File: config.mk
export PLATFORM = sky130hd
export DESIGN_NAME = pipe_if_id_stage
export DESIGN_NICKNAME = d
export VERILOG_FILES = /design/src/rtl/pipe_if_id_stage.sv
export SDC_FILE = /design/constraint.sdc
export NUM_CORES = 2
export LEC_CHECK = 0
export ABC_CLOCK_PERIOD_IN_PS = 2960
export BUFFER_PORTS_ARGS = -buffer_cell sky130_fd_sc_hd__buf_2
export CORE_MARGIN = 8
export CORE_UTILIZATION = 29
export CTS_BUF_LIST = sky130_fd_sc_hd__clkbuf_2
export DETAILED_ROUTE_END_ITERATION = 8
export MAX_ROUTING_LAYER = met4
export PLACE_DENSITY = 0.48
export SLEW_MARGIN = 25
export SYNTH_ARGS = -nofsm -noshare
export SYNTH_HDL_FRONTEND = slang
export SYNTH_SLANG_ARGS = --single-unit
export TNS_END_PERCENT = 20
File: constraint.sdc
create_clock -name clk -period 2.96 [get_ports clk]
set_clock_uncertainty 0.15 [all_clocks]
set_input_delay 0.296 -clock clk [delete_from_list [all_inputs] [get_ports clk]]
set_output_delay 0.296 -clock clk [all_outputs]
set_load 0.005 [all_outputs]
File: src/rtl/pipe_if_id_stage.sv
`default_nettype none
// ============================================================================
// Module      : pipe_if_id_stage
// Description : IF/ID pipeline register, 32x32 register file with
//               write-through from WB, and load-use interlock. Presents a
//               valid-qualified decoded ID bundle to the ID/EX register.
// Revision    : 1.0 - initial release
// ============================================================================
module pipe_if_id_stage #(
  parameter int          NREG     = 32,
  parameter logic [31:0] RESET_PC = 32'h0000_0000
) (
  input  logic        clk,
  input  logic        clrn,
  input  logic [31:0] pc,
  input  logic [31:0] inst,
  input  logic        flush,
  input  logic        ex_wreg,
  input  logic        ex_m2reg,
  input  logic [4:0]  ex_rd,
  input  logic        wb_we,
  input  logic [4:0]  wb_rd,
  input  logic [31:0] wb_data,
  output logic        IFwip,
  output logic        stall,
  output logic        id_valid,
  output logic [31:0] id_pc,
  output logic [31:0] id_inst,
  output logic [4:0]  rs,
  output logic [4:0]  rt,
  output logic [4:0]  rd,
  output logic [31:0] rs_data,
  output logic [31:0] rt_data,
  output logic [31:0] imm_ext
);

  localparam logic [5:0] C_OP_RTYPE = 6'b000000;
  localparam logic [5:0] C_OP_BEQ   = 6'b000100;
  localparam logic [5:0] C_OP_BNE   = 6'b000101;
  localparam logic [5:0] C_OP_SW    = 6'b101011;

  // IF/ID pipeline state
  logic        ifid_valid_q, ifid_valid_d;
  logic [31:0] id_inst_q, id_inst_d;
  logic [31:0] id_pc_q, id_pc_d;

  // Architectural register file; entry 0 is never written
  logic [31:0] regs_q [NREG];
  logic [31:0] regs_d [NREG];

  logic [5:0]  w_opcode;
  logic        w_uses_rt;
  logic        w_hazard;
  logic        w_stall;

  assign w_opcode = id_inst_q[31:26];
  assign rs       = id_inst_q[25:21];
  assign rt       = id_inst_q[20:16];
  assign rd       = id_inst_q[15:11];
  assign imm_ext  = {{16{id_inst_q[15]}}, id_inst_q[15:0]};
  assign id_inst  = id_inst_q;
  assign id_pc    = id_pc_q;

  // Decode which opcodes actually read rt as a source (addi/lw use rt as a destination)
  always_comb begin
    w_uses_rt = 1'b0;
    case (w_opcode)
      C_OP_RTYPE, C_OP_BEQ, C_OP_BNE, C_OP_SW: w_uses_rt = 1'b1;
      default:                                 w_uses_rt = 1'b0;
    endcase
  end

  // Load-use interlock: a load in EX targeting a source of the ID instruction;
  // a flush kills the ID instruction so it can never cause a stall
  always_comb begin
    w_hazard = (ex_rd != 5'd0) &&
               ((ex_rd == rs) || (w_uses_rt && (ex_rd == rt)));
    w_stall  = ifid_valid_q && !flush && ex_wreg && ex_m2reg && w_hazard;
  end

  assign stall    = w_stall;
  assign IFwip    = ~w_stall;
  assign id_valid = ifid_valid_q & ~w_stall;

  // Operand reads with write-through from WB; r0 always reads zero
  always_comb begin
    rs_data = regs_q[rs];
    if (rs == 5'd0) begin
      rs_data = 32'd0;
    end else if (wb_we && (wb_rd == rs)) begin
      rs_data = wb_data;
    end

    rt_data = regs_q[rt];
    if (rt == 5'd0) begin
      rt_data = 32'd0;
    end else if (wb_we && (wb_rd == rt)) begin
      rt_data = wb_data;
    end
  end

  // Next IF/ID contents: flush beats stall, stall holds, otherwise capture IF
  always_comb begin
    ifid_valid_d = ifid_valid_q;
    id_inst_d    = id_inst_q;
    id_pc_d      = id_pc_q;
    if (flush) begin
      ifid_valid_d = 1'b0;
      id_inst_d    = 32'd0;
      id_pc_d      = pc;
    end else if (!w_stall) begin
      ifid_valid_d = 1'b1;
      id_inst_d    = inst;
      id_pc_d      = pc;
    end
  end

  // Next register-file contents: WB write, ignoring writes to r0
  always_comb begin
    regs_d = regs_q;
    if (wb_we && (wb_rd != 5'd0)) begin
      regs_d[wb_rd] = wb_data;
    end
  end

  // IF/ID register with asynchronous clear to a NOP at RESET_PC
  always_ff @(posedge clk or negedge clrn) begin
    if (!clrn) begin
      ifid_valid_q <= 1'b0;
      id_inst_q    <= 32'd0;
      id_pc_q      <= RESET_PC;
    end else begin
      ifid_valid_q <= ifid_valid_d;
      id_inst_q    <= id_inst_d;
      id_pc_q      <= id_pc_d;
    end
  end

  // Register file storage, cleared on reset
  always_ff @(posedge clk or negedge clrn) begin
    if (!clrn) begin
      for (int i = 0; i < NREG; i++) begin
        regs_q[i] <= 32'd0;
      end
    end else begin
      regs_q <= regs_d;
    end
  end

endmodule
`default_nettype wire

Word-level counts from Yosys, hierarchy flattened. Index checks and enable logic that the tools add are counted.

Logic and storage cells: 90. Register bits after elaboration: 1089. Bits of input ports: 112.

Reductions and logical operators: 18. Equal/unequal tests: 8. Muxes and demuxes: 20. Bitwise gates (word level): 5. Order comparisons: 4.

Operator list (number): $bwmux 1024 (1); $mux 32 (13); $bmux 32 s5 (2); $demux 32 s5 (1); $eq 5x5->1 (4); $ge 6x6->1 const B (3); $not 5->6 (3); $eq 6x3->1 const B (2); $logic_and 1x1->1 (10); $logic_not 5->1 (2); $reduce_bool 5->1 (2); $eq 6x6->1 const B (1); $logic_not 6->1 (1); $lt 6x1->1 const B (1); $reduce_or 4->1 (1); $mux 1 (3); $ne 2x2->1 const B (1); $and 1x1->1 (1); $logic_not 1->1 (1); $logic_or 1x1->1 (1); $not 1->1 (1).

Logic depth before layout (Yosys ltp).
Word-level depth: 9. Gate-level depth with buffers: 11. Gate-level depth less buffers: 6.

Worst setup path after synthesis. OpenSTA, ideal clock, no wires.

Path type: register to output. Start point: register id_inst_q[16] (netlist: id_inst[16]). End point: output rt_data[16]. Arrival: 2.077 ns. Stages on the path, launching flop included: 8. Slack: 0.437 ns. Cells stage by stage: dfrtp_1 > buf_4 > buf_4 > buf_2 > mux4_2 > a22oi_1 > a21oi_1 > a211o_1.

Cells in the longest elaborated chain, start to end: 6. Elaborated cells between the ends (all ways): 9.

RTL lines: start: declaration (RTL line 44) `logic [31:0] id_inst_q, id_inst_d;`; start signal: assignment (RTL line 134) `id_inst_q <= id_inst_d;`; $not 5->6 (not written as such) (RTL line 94) `rt_data = regs_q[rt];`; $bmux 32 s5 (RTL line 94); $mux 32 (not written as such) (2 in series) (RTL line 94); $mux 32 (RTL line 97) `end else if (wb_we && (wb_rd == rt)) begin`; $mux 32 * (RTL line 95) `if (rt == 5'd0) begin`; end: declaration (RTL line 33) `output logic [31:0] rt_data,`.

Every way passes the cells marked *; elsewhere a longest branch is shown, timed or not. The select of a mux whose other input is x is not followed.

Final worst setup path.
Start point: register id_inst_q[21] (netlist: id_inst[21]). End point: output rs_data[13].

Cells in the longest elaborated chain, start to end: 6. Elaborated cells between the ends (all ways): 9.

RTL lines: $not 5->6 (not written as such) (RTL line 87) `rs_data = regs_q[rs];`; $bmux 32 s5 (RTL line 87); $mux 32 (not written as such) (2 in series) (RTL line 87); $mux 32 (RTL line 90) `end else if (wb_we && (wb_rd == rs)) begin`; $mux 32 * (RTL line 88) `if (rs == 5'd0) begin`; end: declaration (RTL line 32) `output logic [31:0] rs_data,`.

Marks and branches as above.

==> reports/qor.csv <==
metric,value,unit
status,"complete, but fails checks",
failing checks,"negative hold slack, negative setup slack",
Setup crit start,id_inst[21]$_DFFE_PN0P_,
io pins,290,
"Reg clk slew, reported paths",0.13,ns
P&R area growth vs syn,32.1,%
Synth area leader,dfrtp_1,
final net count,5201,
vias per cell,5.48,
largest net degree at the start of global routing,76,
initial antenna violation count,26,
post-route ant nets,0,
"flops & latches, synth",1089,
Least-Margin Pin Slew,1.30,ns
fin area,76800,sq um
Syn. warnings,0,
top post-synthesis cells by area,"dfrtp_1, mux2_2, mux4_2",
"EDFF count, synth",0,
CTS tree,built,
Setup-failing EPs final,141,
r2r worst-path depth,12,
grt met3 use,4.27,%
"setup slack, reg-to-reg",-0.22,ns
Residual DRC,0,
Sw Share,32.5,%
Critical Path RT,2.51,ns
Max Cap Violations,0,
Root Driver,clkbuf_2,
Max-slew headroom,13.3,%
initial core utilization,29.2,%
Die ar.,215000,sq um
CP peak stage delay,0.57,ns
hold_sp,ex_wreg,
dominant synthesized flop cell,dfrtp_1,
routability cong.,0.827,
final hold slack,-0.302,ns
final instance count without filler cells,7972,
Worst path slowest cell,dfrtp_4,
FP Rows,164,
sequential element share of the synthesized area,46.9,%
Post-Route WL,252000,um
Layout Utilization,38.5,%
post-synth cell types,61,
LEAKAGE,33.5,nW
Final TNS setup,-125.43,ns
"most used cell, CP",buf_12,
CTS Sinks,1089,
Die H,464,um
sw power,13.5,mW
via count,43700,
post-synth top area share,46.9,%
die width,464,um
DR pass1 iterations,7,
total power,41.6,mW
Clock Path Buffers,4,
HP Class,input pin to flip-flop,
htree depth,5,
Post-Syn Instances,3955,
fin. max-slew vios,0,
busiest grt layer,met2,
layout cell share with drive strength beyond 1,61.1,%
GR Util All Layers,23.2,%
Pint,28.0,mW
first-pass GRT wire length,354000,um
DR iter-0 viols,3698,
Fmax achieved,208,MHz
Post-DP Area,66200,sq um
Worst-Skew Late Latency,1.81,ns
CP max FO,5,
worst-case vdd ir drop,0.000457,V
PortBufs,289,
minimum clock period after layout,4.80,ns
Tcrit/Tclk final,162,%
number of filler cells placed in the layout,19000,
Inst Count DP,6894,
met2 Use GR,37.3,%
Critical Path AT,4.36,ns
GR Util met1,29.2,%
Seq pwr share,47.1,%
WS Path Type,flip-flop to primary output,
CP Launch Type,flip-flop,
CP cell instances,buf_12 -> buf_16 -> buf_12 -> mux4_2 -> o22ai_2 -> or4_4 -> nand4_1 -> o21ai_1 -> buf_4 -> nor2_4 -> buf_6,
dpl hpwl,154000,um
"count leader, synth",dfrtp_1,
gr ovfl total,0,
RR Startpoint,id_inst[21]$_DFFE_PN0P_,
final hold vios,42,
final worst slack,-1.84,ns
Setup crit end kind,primary output,
syn_nets,4067,
RSZ-0062 raised after global routing,yes,
CTS Buf Count,322,
average cell area after synthesis,14.7,sq um
combinational share of power,26.2,%
most frequent cells after synthesis,"dfrtp_1, mux2_2, mux4_2",
Crit Reg-Reg Endpoint,id_pc[2]$_DFFE_PN0P_,
"Async S/R FF share, synth",100,%
vias in the first global route,45700,
Worst Setup EP,rs_data[13],
pre-CTS setup slack,-0.292,ns
mapped cell area,58200,sq um
Clk pwr share,26.7,%
power per cell area,541,nW/um^2
Routed WL per cell,31.6,um
core area,199000,sq um
cells in the final DEF (no fill, tap or decap), types with 56 or more instances in the layout:
cell type,n
mux2_2,1065
a22oi_2,85
clkbuf_2,466
mux4_2,414
clkinv_1,56
a22oi_1,61
dlygate4sd3_1,334
buf_12,187
dfrtp_1,1077
buf_2,258
buf_4,365
buf_6,91
mux2i_1,100
cell families (layout without fill, tap and decap cells):
family,after synthesis,after routing,share of synthesized area [%]
other,0,19,0
xor gates and xnor gates,20,20,0.301
DFF,1089,1089,46.9
buffers and inverters,488,1830,4.53
AOI/OAI and AO/OA,430,430,5.10
and+or+nand+nor,272,272,2.38
muxes,1656,1656,40.8
worst max-delay path, delay by kind of cell (launching register included):
kind	cells	cell delay (ns)
and+or+nand+nor	3	0.70
AOI/OAI and AO/OA	2	0.17
DFF	1	0.57
buffers and inverters	5	0.75
muxes	1	0.36
worst min path at each step:
stage,to,cells after the start,slack [ns]
4_1_cts,id_inst[25]$_DFFE_PN0P_,6,-0.60
6_report,id_inst[10]$_DFFE_PN0P_,6,-0.30
5_1_grt,id_inst[10]$_DFFE_PN0P_,6,-0.46
2_1_floorplan,id_inst[0]$_DFFE_PN0P_,0,-0.15
3_3_place_gp,regs_q[853]$_DFFE_PN0P_,1,0.21
3_5_place_dp,regs_q[853]$_DFFE_PN0P_,1,0.19
power by group through the flow:
stage               Combinational (mW)  Sequential [mW]  Clock, mW
floorplan                         6.25             19.1          0
finish                            10.9             19.6       11.1
detailed placement                9.25             19.8          0
global route                      11.5             19.9       12.3
CTS                               10.5             19.5       11.5
global placement                  9.12             19.7          0
final cells by class:
cell class | instances | area (sq um) | area share, %
clock inverter | 66 | 255 | 0.332
antenna | 19 | 47.5 | 0.0619
multi-input combinational | 2378 | 30000 | 39.1
tap | 2656 | 3320 | 4.32
clock buffer | 466 | 2330 | 3.03
inverter | 4 | 18.8 | 0.0244
sequential | 1089 | 27300 | 35.5
timing repair buffer | 1294 | 13500 | 17.6
registers in the layout (all words and copies together) (netlist names):
signal and flops:
id_inst 32, id_pc 32, ifid_valid_q 1, regs_q 1024
routing by layer:
metal / up-vias / wire length, um
li1: 17700 / -
met1: 23800 / 105000
met2: 1644 / 122000
met3: 552 / 13800
met4: 0 / 10400
met5: - / 0
repair_timing:
item,4_1_cts,5_1_grt
hold buffers,339,9
gates cloned,17,12
setup endpoints to repair,181,166
setup buffers,97,72
endpoints found under the hold margin,2146,331
gates resized for setup,385,186
pin swaps,98,86
(Power assumes the default switching activity.)
